--- config.mk ---
export PLATFORM = sky130hd
export DESIGN_NAME = mem_link_initiator
export DESIGN_NICKNAME = d
export VERILOG_FILES = /design/src/rtl/mem_link_initiator.sv
export SDC_FILE = /design/constraint.sdc
export NUM_CORES = 1
export LEC_CHECK = 0
export BUFFER_PORTS_ARGS = -buffer_cell sky130_fd_sc_hd__buf_2
export CORE_MARGIN = 2
export CORE_UTILIZATION = 52
export DETAILED_ROUTE_END_ITERATION = 16
export PLACE_DENSITY = 0.84
export SLEW_MARGIN = 20
export SYNTH_ARGS = -nofsm -noshare
export SYNTH_HDL_FRONTEND = slang
export SYNTH_SLANG_ARGS = --single-unit
export TNS_END_PERCENT = 5
--- constraint.sdc ---
create_clock -name clk -period 2.2 [get_ports clk]
set_clock_uncertainty 0.15 [all_clocks]
set_input_delay 0.11 -clock clk [delete_from_list [all_inputs] [get_ports clk]]
set_output_delay 0.11 -clock clk [all_outputs]
set_load 0.01 [all_outputs]
--- src/rtl/mem_link_initiator.sv ---
// Host-side initiator for the byte-serial memory debug link.
// Serializes word write / read-burst commands into UART byte frames and
// reassembles read responses into 32-bit words.
// Optional build macro: MEM_LINK_TIMEOUT_EN enables the response stall timeout.
//
// state   | meaning
// --------+-------------------------------------------------------------
// IDLE    | waiting for a command; cmd_ready high unless an error pulses
// LOAD    | frame built into the shift register, byte counter loaded
// SEND    | tx_start pulse for the byte at the bottom of the shift reg
// WAIT_HI | waiting for the UART to report busy
// WAIT_LO | waiting for the UART to finish the byte
// RECV    | collecting response bytes into words
module mem_link_initiator #(
    parameter int ADDR_WIDTH     = 13,
    parameter int TIMEOUT_CYCLES = 1000000
) (
    input  logic                  clk,
    input  logic                  rst_n,
    input  logic                  cmd_valid,
    output logic                  cmd_ready,
    input  logic                  cmd_write,
    input  logic [ADDR_WIDTH-1:0] cmd_addr,
    input  logic [ADDR_WIDTH-1:0] cmd_addr_end,
    input  logic [3:0]            cmd_we,
    input  logic [31:0]           cmd_wdata,
    output logic [7:0]            tx_data,
    output logic                  tx_start,
    input  logic                  tx_busy,
    input  logic [7:0]            rx_data,
    input  logic                  rx_valid,
    output logic [31:0]           rd_data,
    output logic                  rd_valid,
    output logic                  rd_last,
    output logic                  busy,
    output logic                  err_range,
    output logic                  err_timeout
);

    typedef enum logic [2:0] {
        S_IDLE, S_LOAD, S_SEND, S_WAIT_HI, S_WAIT_LO, S_RECV
    } state_t;

    state_t state, state_nx;

    logic                  accept;
    logic                  range_bad;
    logic                  op_write;
    logic [15:0]           lat_addr;
    logic [15:0]           lat_end;
    logic [3:0]            lat_we;
    logic [31:0]           lat_wdata;
    logic [63:0]           shreg;
    logic [3:0]            byte_cnt;
    logic [ADDR_WIDTH-1:0] word_cnt;
    logic [1:0]            rx_idx;
    logic [31:0]           rx_word;
    logic                  rx_take;
    logic                  word_done;
    logic                  byte_done;
    logic                  timeout_hit;

    assign accept    = cmd_valid && cmd_ready;
    assign range_bad = !cmd_write && (cmd_addr_end <= cmd_addr);
    assign byte_done = (state == S_WAIT_LO) && !tx_busy;
    // A zero word count marks the rd_last cycle; bytes arriving then are ignored.
    assign rx_take   = (state == S_RECV) && (word_cnt != '0) && rx_valid;
    assign word_done = rx_take && (rx_idx == 2'd3);
    assign tx_data   = shreg[7:0];

    // State register.
    always_ff @(posedge clk) begin
        if (!rst_n) state <= S_IDLE;
        else        state <= state_nx;
    end

    // Next-state logic.
    always_comb begin
        state_nx = state;
        case (state)
            S_IDLE:    if (accept && !range_bad) state_nx = S_LOAD;
            // Hold off the first byte if the UART is still draining an abandoned one.
            S_LOAD:    if (!tx_busy) state_nx = S_SEND;
            S_SEND:    state_nx = S_WAIT_HI;
            S_WAIT_HI: if (tx_busy) state_nx = S_WAIT_LO;
            S_WAIT_LO: begin
                if (!tx_busy) begin
                    if (byte_cnt > 4'd1) state_nx = S_SEND;
                    else if (op_write)   state_nx = S_IDLE;
                    else                 state_nx = S_RECV;
                end
            end
            S_RECV:    if (word_cnt == '0 || timeout_hit) state_nx = S_IDLE;
            default:   state_nx = S_IDLE;
        endcase
    end

    // Decoded outputs; cmd_ready is withheld while an error pulse is showing.
    always_comb begin
        tx_start  = (state == S_SEND);
        busy      = (state != S_IDLE);
        cmd_ready = (state == S_IDLE) && !err_range && !err_timeout;
    end

    // Command fields captured at accept.
    always_ff @(posedge clk) begin
        if (!rst_n) begin
            op_write  <= 1'b0;
            lat_addr  <= '0;
            lat_end   <= '0;
            lat_we    <= '0;
            lat_wdata <= '0;
        end else if (accept) begin
            op_write  <= cmd_write;
            lat_addr  <= 16'(cmd_addr);
            lat_end   <= 16'(cmd_addr_end);
            lat_we    <= cmd_we;
            lat_wdata <= cmd_wdata;
        end
    end

    // Frame shift register: byte 0 sits in [7:0], zeros fill from the top.
    always_ff @(posedge clk) begin
        if (!rst_n) begin
            shreg    <= '0;
            byte_cnt <= '0;
        end else if (state == S_LOAD) begin
            if (op_write) begin
                shreg    <= {lat_wdata[31:24], lat_wdata[23:16], lat_wdata[15:8],
                             lat_wdata[7:0], {4'b0000, lat_we}, lat_addr[15:8],
                             lat_addr[7:0], 8'h0F};
                byte_cnt <= 4'd8;
            end else begin
                shreg    <= {24'h000000, lat_end[15:8], lat_end[7:0],
                             lat_addr[15:8], lat_addr[7:0], 8'hFF};
                byte_cnt <= 4'd5;
            end
        end else if (byte_done) begin
            shreg    <= {8'h00, shreg[63:8]};
            byte_cnt <= byte_cnt - 4'd1;
        end
    end

    // Response assembly: bytes enter at the top, so the first byte ends up LSB.
    always_ff @(posedge clk) begin
        if (!rst_n) begin
            word_cnt <= '0;
            rx_idx   <= '0;
            rx_word  <= '0;
            rd_data  <= '0;
        end else begin
            if (accept) word_cnt <= cmd_addr_end - cmd_addr;
            if (rx_take) begin
                rx_word <= {rx_data, rx_word[31:8]};
                rx_idx  <= rx_idx + 2'd1;
                if (rx_idx == 2'd3) begin
                    rd_data  <= {rx_data, rx_word[31:8]};
                    word_cnt <= word_cnt - ADDR_WIDTH'(1);
                end
            end else if (state != S_RECV) begin
                rx_idx  <= '0;
                rx_word <= '0;
            end
        end
    end

    // Registered word strobes and range-error pulse.
    always_ff @(posedge clk) begin
        if (!rst_n) begin
            rd_valid  <= 1'b0;
            rd_last   <= 1'b0;
            err_range <= 1'b0;
        end else begin
            rd_valid  <= word_done;
            rd_last   <= word_done && (word_cnt == ADDR_WIDTH'(1));
            err_range <= accept && range_bad;
        end
    end

`ifdef MEM_LINK_TIMEOUT_EN
    localparam int TW = $clog2(TIMEOUT_CYCLES + 1);

    logic [TW-1:0] stall_cnt;

    assign timeout_hit = (state == S_RECV) && (word_cnt != '0) && !rx_valid &&
                         (stall_cnt == TW'(TIMEOUT_CYCLES - 1));

    // Idle-cycle counter between response bytes; restarts on every byte.
    always_ff @(posedge clk) begin
        if (!rst_n) begin
            stall_cnt   <= '0;
            err_timeout <= 1'b0;
        end else begin
            err_timeout <= timeout_hit;
            if (state != S_RECV || rx_valid) stall_cnt <= '0;
            else                             stall_cnt <= stall_cnt + 1'b1;
        end
    end
`else
    logic [31:0] unused_timeout;

    // Without the timeout a stalled response simply waits for more bytes.
    assign timeout_hit    = 1'b0;
    assign err_timeout    = 1'b0;
    assign unused_timeout = 32'(TIMEOUT_CYCLES);
`endif

endmodule
; After elaboration in Yosys (flattened, before gate mapping)
; Index checks and enable logic that the tools add are counted.
[word_totals]
ff_bits = 216
output_inout_bits = 47
inputBits = 76
word_cells = 77
[op_classes]
muxes = 21
eq_ne = 13
order_cmp = 2
n_reduce_logical = 22
add_sub_neg = 4
[ops]
columns = op, n
row1 = 64-bit two-way mux, 3
row2 = 32-bit two-way mux, 2
row3 = 13-bit two-way mux, 3
row4 = 3-bit two-way mux, 7
row5 = 3-bit one-hot mux with 6 select lines, 1
row6 = 13-bit by 1-bit equality test with 1-bit output (second input constant), 1
row7 = 13-bit <= comparator, 1
row8 = 13-bit zero test, 1
row9 = 13-bit nonzero test, 1
row10 = 13-bit by 1-bit subtractor with 13-bit output (second input constant), 1
row11 = 13-bit subtractor, 1
row12 = 4-bit two-way mux, 3
row13 = 1-bit logical AND, 10
row14 = 2-bit inequality test (second input constant), 4
row15 = 3-bit by 2-bit equality test with 1-bit output (second input constant), 2
row16 = 3-bit equality test (second input constant), 2
row17 = 5-bit AND reduction, 1
row18 = 4-bit by 1-bit greater-than comparator with 1-bit output (second input constant), 1
row19 = 1-bit zero test, 4
row20 = 2-bit two-way mux, 2
row21 = 2-bit nonzero test, 2
row22 = 4-bit by 1-bit subtractor with 4-bit output (second input constant), 1
row23 = 3-bit by 1-bit equality test with 1-bit output (second input constant), 1
row24 = 3-bit zero test, 1
row25 = 6 further kinds, 6

; Depth between registers and ports, before layout
[logic_depth]
word_depth = 6
ltp_mapped = 10
ltp_nobuf = 10

; Least setup slack after synthesis
; OpenSTA, ideal clock, no wires.
[synth_timing]
kind = input-to-reg
start = in cmd_addr_end[0]
end = reg word_cnt[10]
path_slack_ns = 0.100
path_stages = 10
setup_time_ns = 0.122
path_buffers = 0
t_arrival_ns = 1.828
cell_sequence = inv_1 ha_1 inv_1 fa_1 a21o_1 a311oi_1 o21ai_0 o31ai_1 xor2_1 a21oi_1
[synth_via]
elab_chain_len = 4
[synth_lines]
columns = item, line
row1 = from (decl), 24  ; input logic [ADDR_WIDTH-1:0] cmd_addr_end,
row2 = 13-bit subtractor (*), 152  ; if (accept) word_cnt <= cmd_addr_end - cmd_addr;
row3 = 13-bit two-way mux (*), 152
row4 = 13-bit two-way mux, 156  ; if (rx_idx == 2'd3) begin
row5 = 13-bit two-way mux (*), 153  ; if (rx_take) begin
row6 = to (signal assigned), 152
row7 = to (signal assigned), 158  ; word_cnt <= word_cnt - ADDR_WIDTH'(1);
row8 = to (decl), 55  ; logic [ADDR_WIDTH-1:0] word_cnt;
; Mark *: on every way between the ends. The rest lies on a longest branch, timed or not.
; A chain may end at the register's enable or synchronous reset.

; Worst setup path in the final report
[layout_timing]
start = in cmd_addr_end[1]
end = reg word_cnt[10]
; The elaborated chain is that of the path after synthesis.

==> run metrics <==
type of destination of the critical path flip-flop; Clk Latency, worst-skew pair 0.50 ns; number of global-route vias before repair 8168; Mapped Nets 1244; footprint of the multi-input gates 0.00433 mm2; DP Wirelength 15.2 mm; power dissipated by switching net loads 0.00374 W; internal power 0.00769 W; final critical-path required period 2.15 ns; via count 8736; Final Wtd Congestion 0.893; Clock Sinks 208; number of enable flip-flop cells after synthesis 0; mean post-synth cell area 7.81 um2; relative contribution of sequential cells to total power 41.4%; Yosys reg bits 208; worst reg2reg path depth 6; Register-to-Register Setup Slack 0.09 ns; Util after Layout 65.9%; total die area 0.0183 mm2; level count of the clock H-tree 1; first-pass GRT wire length 40.0 mm; pin count of the biggest net entering global routing 61; fill cell total of the finished layout 1317; initial cell density of the core 52.6%; antenna violations before repair 0; Initial DRC Count 862; data arrival time at the worst-slack endpoint 2.38 ns; measured slew at the worst slew-check pin 0.543 ns; Area growth, synth to finish 25.3%; R2R Path End word_cnt[4]; post-detailed-route count of antenna-violating nets 0; cell area after synthesis 0.00898 mm2; synth warn 0; total congestion overflow after global routing 0; cell types occupying the most area after synthesis sky130_fd_sc_hd__dfxtp_1 46%, sky130_fd_sc_hd__nand2_1 16%, sky130_fd_sc_hd__a21oi_1 9.9%, sky130_fd_sc_hd__a311oi_1 4.5%, sky130_fd_sc_hd__ha_1 2.5%; clock tree root buffer cell sky130_fd_sc_hd__clkbuf_16; leading post-synthesis cells by instance count 375 x sky130_fd_sc_hd__nand2_1, 208 x sky130_fd_sc_hd__dfxtp_1, 177 x sky130_fd_sc_hd__a21oi_1, 59 x sky130_fd_sc_hd__clkbuf_1, 46 x sky130_fd_sc_hd__a311oi_1; Post-Route WL 25.3 mm; highest fanout seen on the critical path 3; post-CTS setup repair buffer count 0; CP Cell Sequence dlygate4sd3_1, buf_2, fa_1, a21o_1, a311oi_2, o21ai_2, o31ai_2, xor2_1, a21oi_1; clock transition time at the flip-flop clock pins of the worst setup and hold paths 0.07 ns; standby leakage power 4.36 nW; overall die width 135 um; share of power burned in the clock network 30.7%; peak per-stage delay on the critical path 0.54 ns; Cells on Worst Hold Path 5; remaining design rule violation count 0; count of pins over their slew limit 0; area of all placed cells without fillers 0.0112 mm2; post-synth top area share 46.4%; run status complete, no violations; standard cell with the maximum stage delay on the critical path sky130_fd_sc_hd__dlygate4sd3_1; storage element area 0.00416 mm2; Hold Crit Start cmd_addr[0]; n_diodes 0; per-cell routed wire length 16.4 um; die boundary height 135 um; leading cell type by number of instances after synthesis sky130_fd_sc_hd__nand2_1; relative contribution of combinational cells to total power 27.9%; final number of hold-violating endpoints 0; setup repair after global routing missed its margin true; GRT Overall Usage 26.9%; number of distinct library cells after synthesis 65; average via count per standard cell 5.66; share of total power consumed by net switching 32.7%; relative slew slack 63.6%; PnR worst setup slack 0.0489 ns; post-place setup slack -0.0980 ns; maximum frequency from static timing analysis 0.465 GHz; critical path data required time 2.43 ns; number of top-level pins 123; critical path type in2reg; Core Box Area 0.0171 mm2; share of synthesized flip-flops with an asynchronous set or reset 0%; fraction of final layout cells sized beyond drive strength 1 16.1%; maximum buffer depth of the clock tree 3; critical register-to-register path startpoint state[0]; number of buffers inserted by port buffering 121; total power divided by cell area 1020 mW/mm2; clock tree from TritonCTS built; flip-flop cell with the highest count after synthesis sky130_fd_sc_hd__dfxtp_1; dpl cell area 0.00981 mm2; number of CTS-inserted buffers 21; Total Power 0.0114 W; sequential share of the synthesized area 46.4%; Finish-stage setup viols 0; Hold Path Sink word_cnt[0]; synthesized netlist cell count 1149; Tcrit/Tclk final 97.8%; startpoint type of the worst setup path input port; biggest area consumer among synthesized cells sky130_fd_sc_hd__dfxtp_1; worst hold-check path type in2reg; worst voltage drop across the vdd grid 0.698 mV; number of rows in the core area 48; first-pass detailed-route iteration total 5; number of nets in the finished design 1402; count of maximum capacitance violations 0
## final cells by class
cell class / instances / area share (%)
timing repair buffer: 230 / 15.3
clock inverter: 4 / 0.623
inverter: 23 / 0.790
tap: 225 / 2.50
multi-input combinational: 823 / 38.5
sequential: 208 / 37.0
clock buffer: 30 / 5.24
## registers in the layout, summed over array words and instances, names as in the netlist, 2 cells and up
name / count
byte_cnt: 4
lat_addr: 13
lat_end: 13
lat_wdata: 32
lat_we: 4
rd_data: 32
rx_idx: 2
rx_word: 24
shreg: 64
state: 3
word_cnt: 13
## critical path, delay by kind of cell
family	cells	cell delay, ns
AO/OA/AOI/OAI	5	0.97
buffers and inverters	2	0.69
adder cells (fa/ha/maj)	1	0.44
XOR/XNOR	1	0.17
## power by group through the flow
| stage | logic (W) | registers [W] | clock network, W |
|---|---|---|---|
| final | 0.00319 | 0.00473 | 0.00350 |
| after global routing | 0.00348 | 0.00480 | 0.00370 |
| after CTS | 0.00307 | 0.00472 | 0.00352 |
| after detailed placement | 0.00295 | 0.00479 | 0 |
| after global placement | 0.00288 | 0.00477 | 0 |
| after floorplan | 0.00212 | 0.00469 | 0 |
## logic make-up after synthesis
family	count (synthesis)	share of synthesized area, %
simple gates	492	23.1
buf+inv	118	6.02
fa+ha+maj	20	2.84
flops	208	46.4
other cells	1	0.0418
xor+xnor	16	1.56
compound gates	293	20.0
mux	1	0.112
## worst max path at each step
| stage | start | to | cells past startpoint |
|---|---|---|---|
| 2_1_floorplan | cmd_addr_end[0] | word_cnt[10] | 10 |
| 3_3_place_gp | cmd_addr_end[0] | word_cnt[10] | 11 |
| 3_5_place_dp | cmd_addr_end[0] | word_cnt[10] | 11 |
| 4_1_cts | byte_cnt[1] | state[0] | 8 |
| 5_1_grt | cmd_addr_end[1] | word_cnt[10] | 9 |
| 6_report | cmd_addr_end[1] | word_cnt[10] | 9 |
## metrics by stage
step                hold slack, ns  TNS, ns  cells
floorplan                   0.0385        0   1149
global placement             0.182  -0.0967   1435
detailed placement           0.178   -0.161   1435
CTS                         0.0163        0   1543
global route                0.0695  -0.0336   1543
finish                      0.0302        0   1543
## metal layers
| metal | vias to the layer above | share of wire (%) | GRT usage, % |
|---|---|---|---|
| met1 | 4063 | 42 | 34.4 |
| li1 | 4222 | - | - |
| met4 | 0 | 2.7 | 9.20 |
| met5 | - | 0 | 0 |
| met3 | 62 | 7.9 | 5.39 |
| met2 | 389 | 48 | 45.4 |
## layout by cell type, fill, tap and decap left out, types with 9 or more instances in the layout
cell	count
sky130_fd_sc_hd__nand3_1	24
sky130_fd_sc_hd__nor2_1	35
sky130_fd_sc_hd__nand2_1	374
sky130_fd_sc_hd__o21ai_0	11
sky130_fd_sc_hd__buf_12	9
sky130_fd_sc_hd__xor2_1	9
sky130_fd_sc_hd__nor2b_1	10
sky130_fd_sc_hd__a311oi_1	45
sky130_fd_sc_hd__a211oi_1	11
sky130_fd_sc_hd__ha_1	18
sky130_fd_sc_hd__inv_1	22
sky130_fd_sc_hd__dlygate4sd3_1	74
sky130_fd_sc_hd__a21oi_1	176
sky130_fd_sc_hd__dfxtp_1	208
sky130_fd_sc_hd__buf_2	121
sky130_fd_sc_hd__clkbuf_16	21
sky130_fd_sc_hd__nor3_1	11
sky130_fd_sc_hd__buf_4	26
sky130_fd_sc_hd__a31oi_1	11
## what timing repair did
item / CTS / global route
endpoints found under the setup margin: 0 / 8
hold buffers: 74 / 0
resized for setup: 0 / 11
hold endpoints to repair: 95 / 0
No activity file was read; power rests on OpenSTA's default activity.
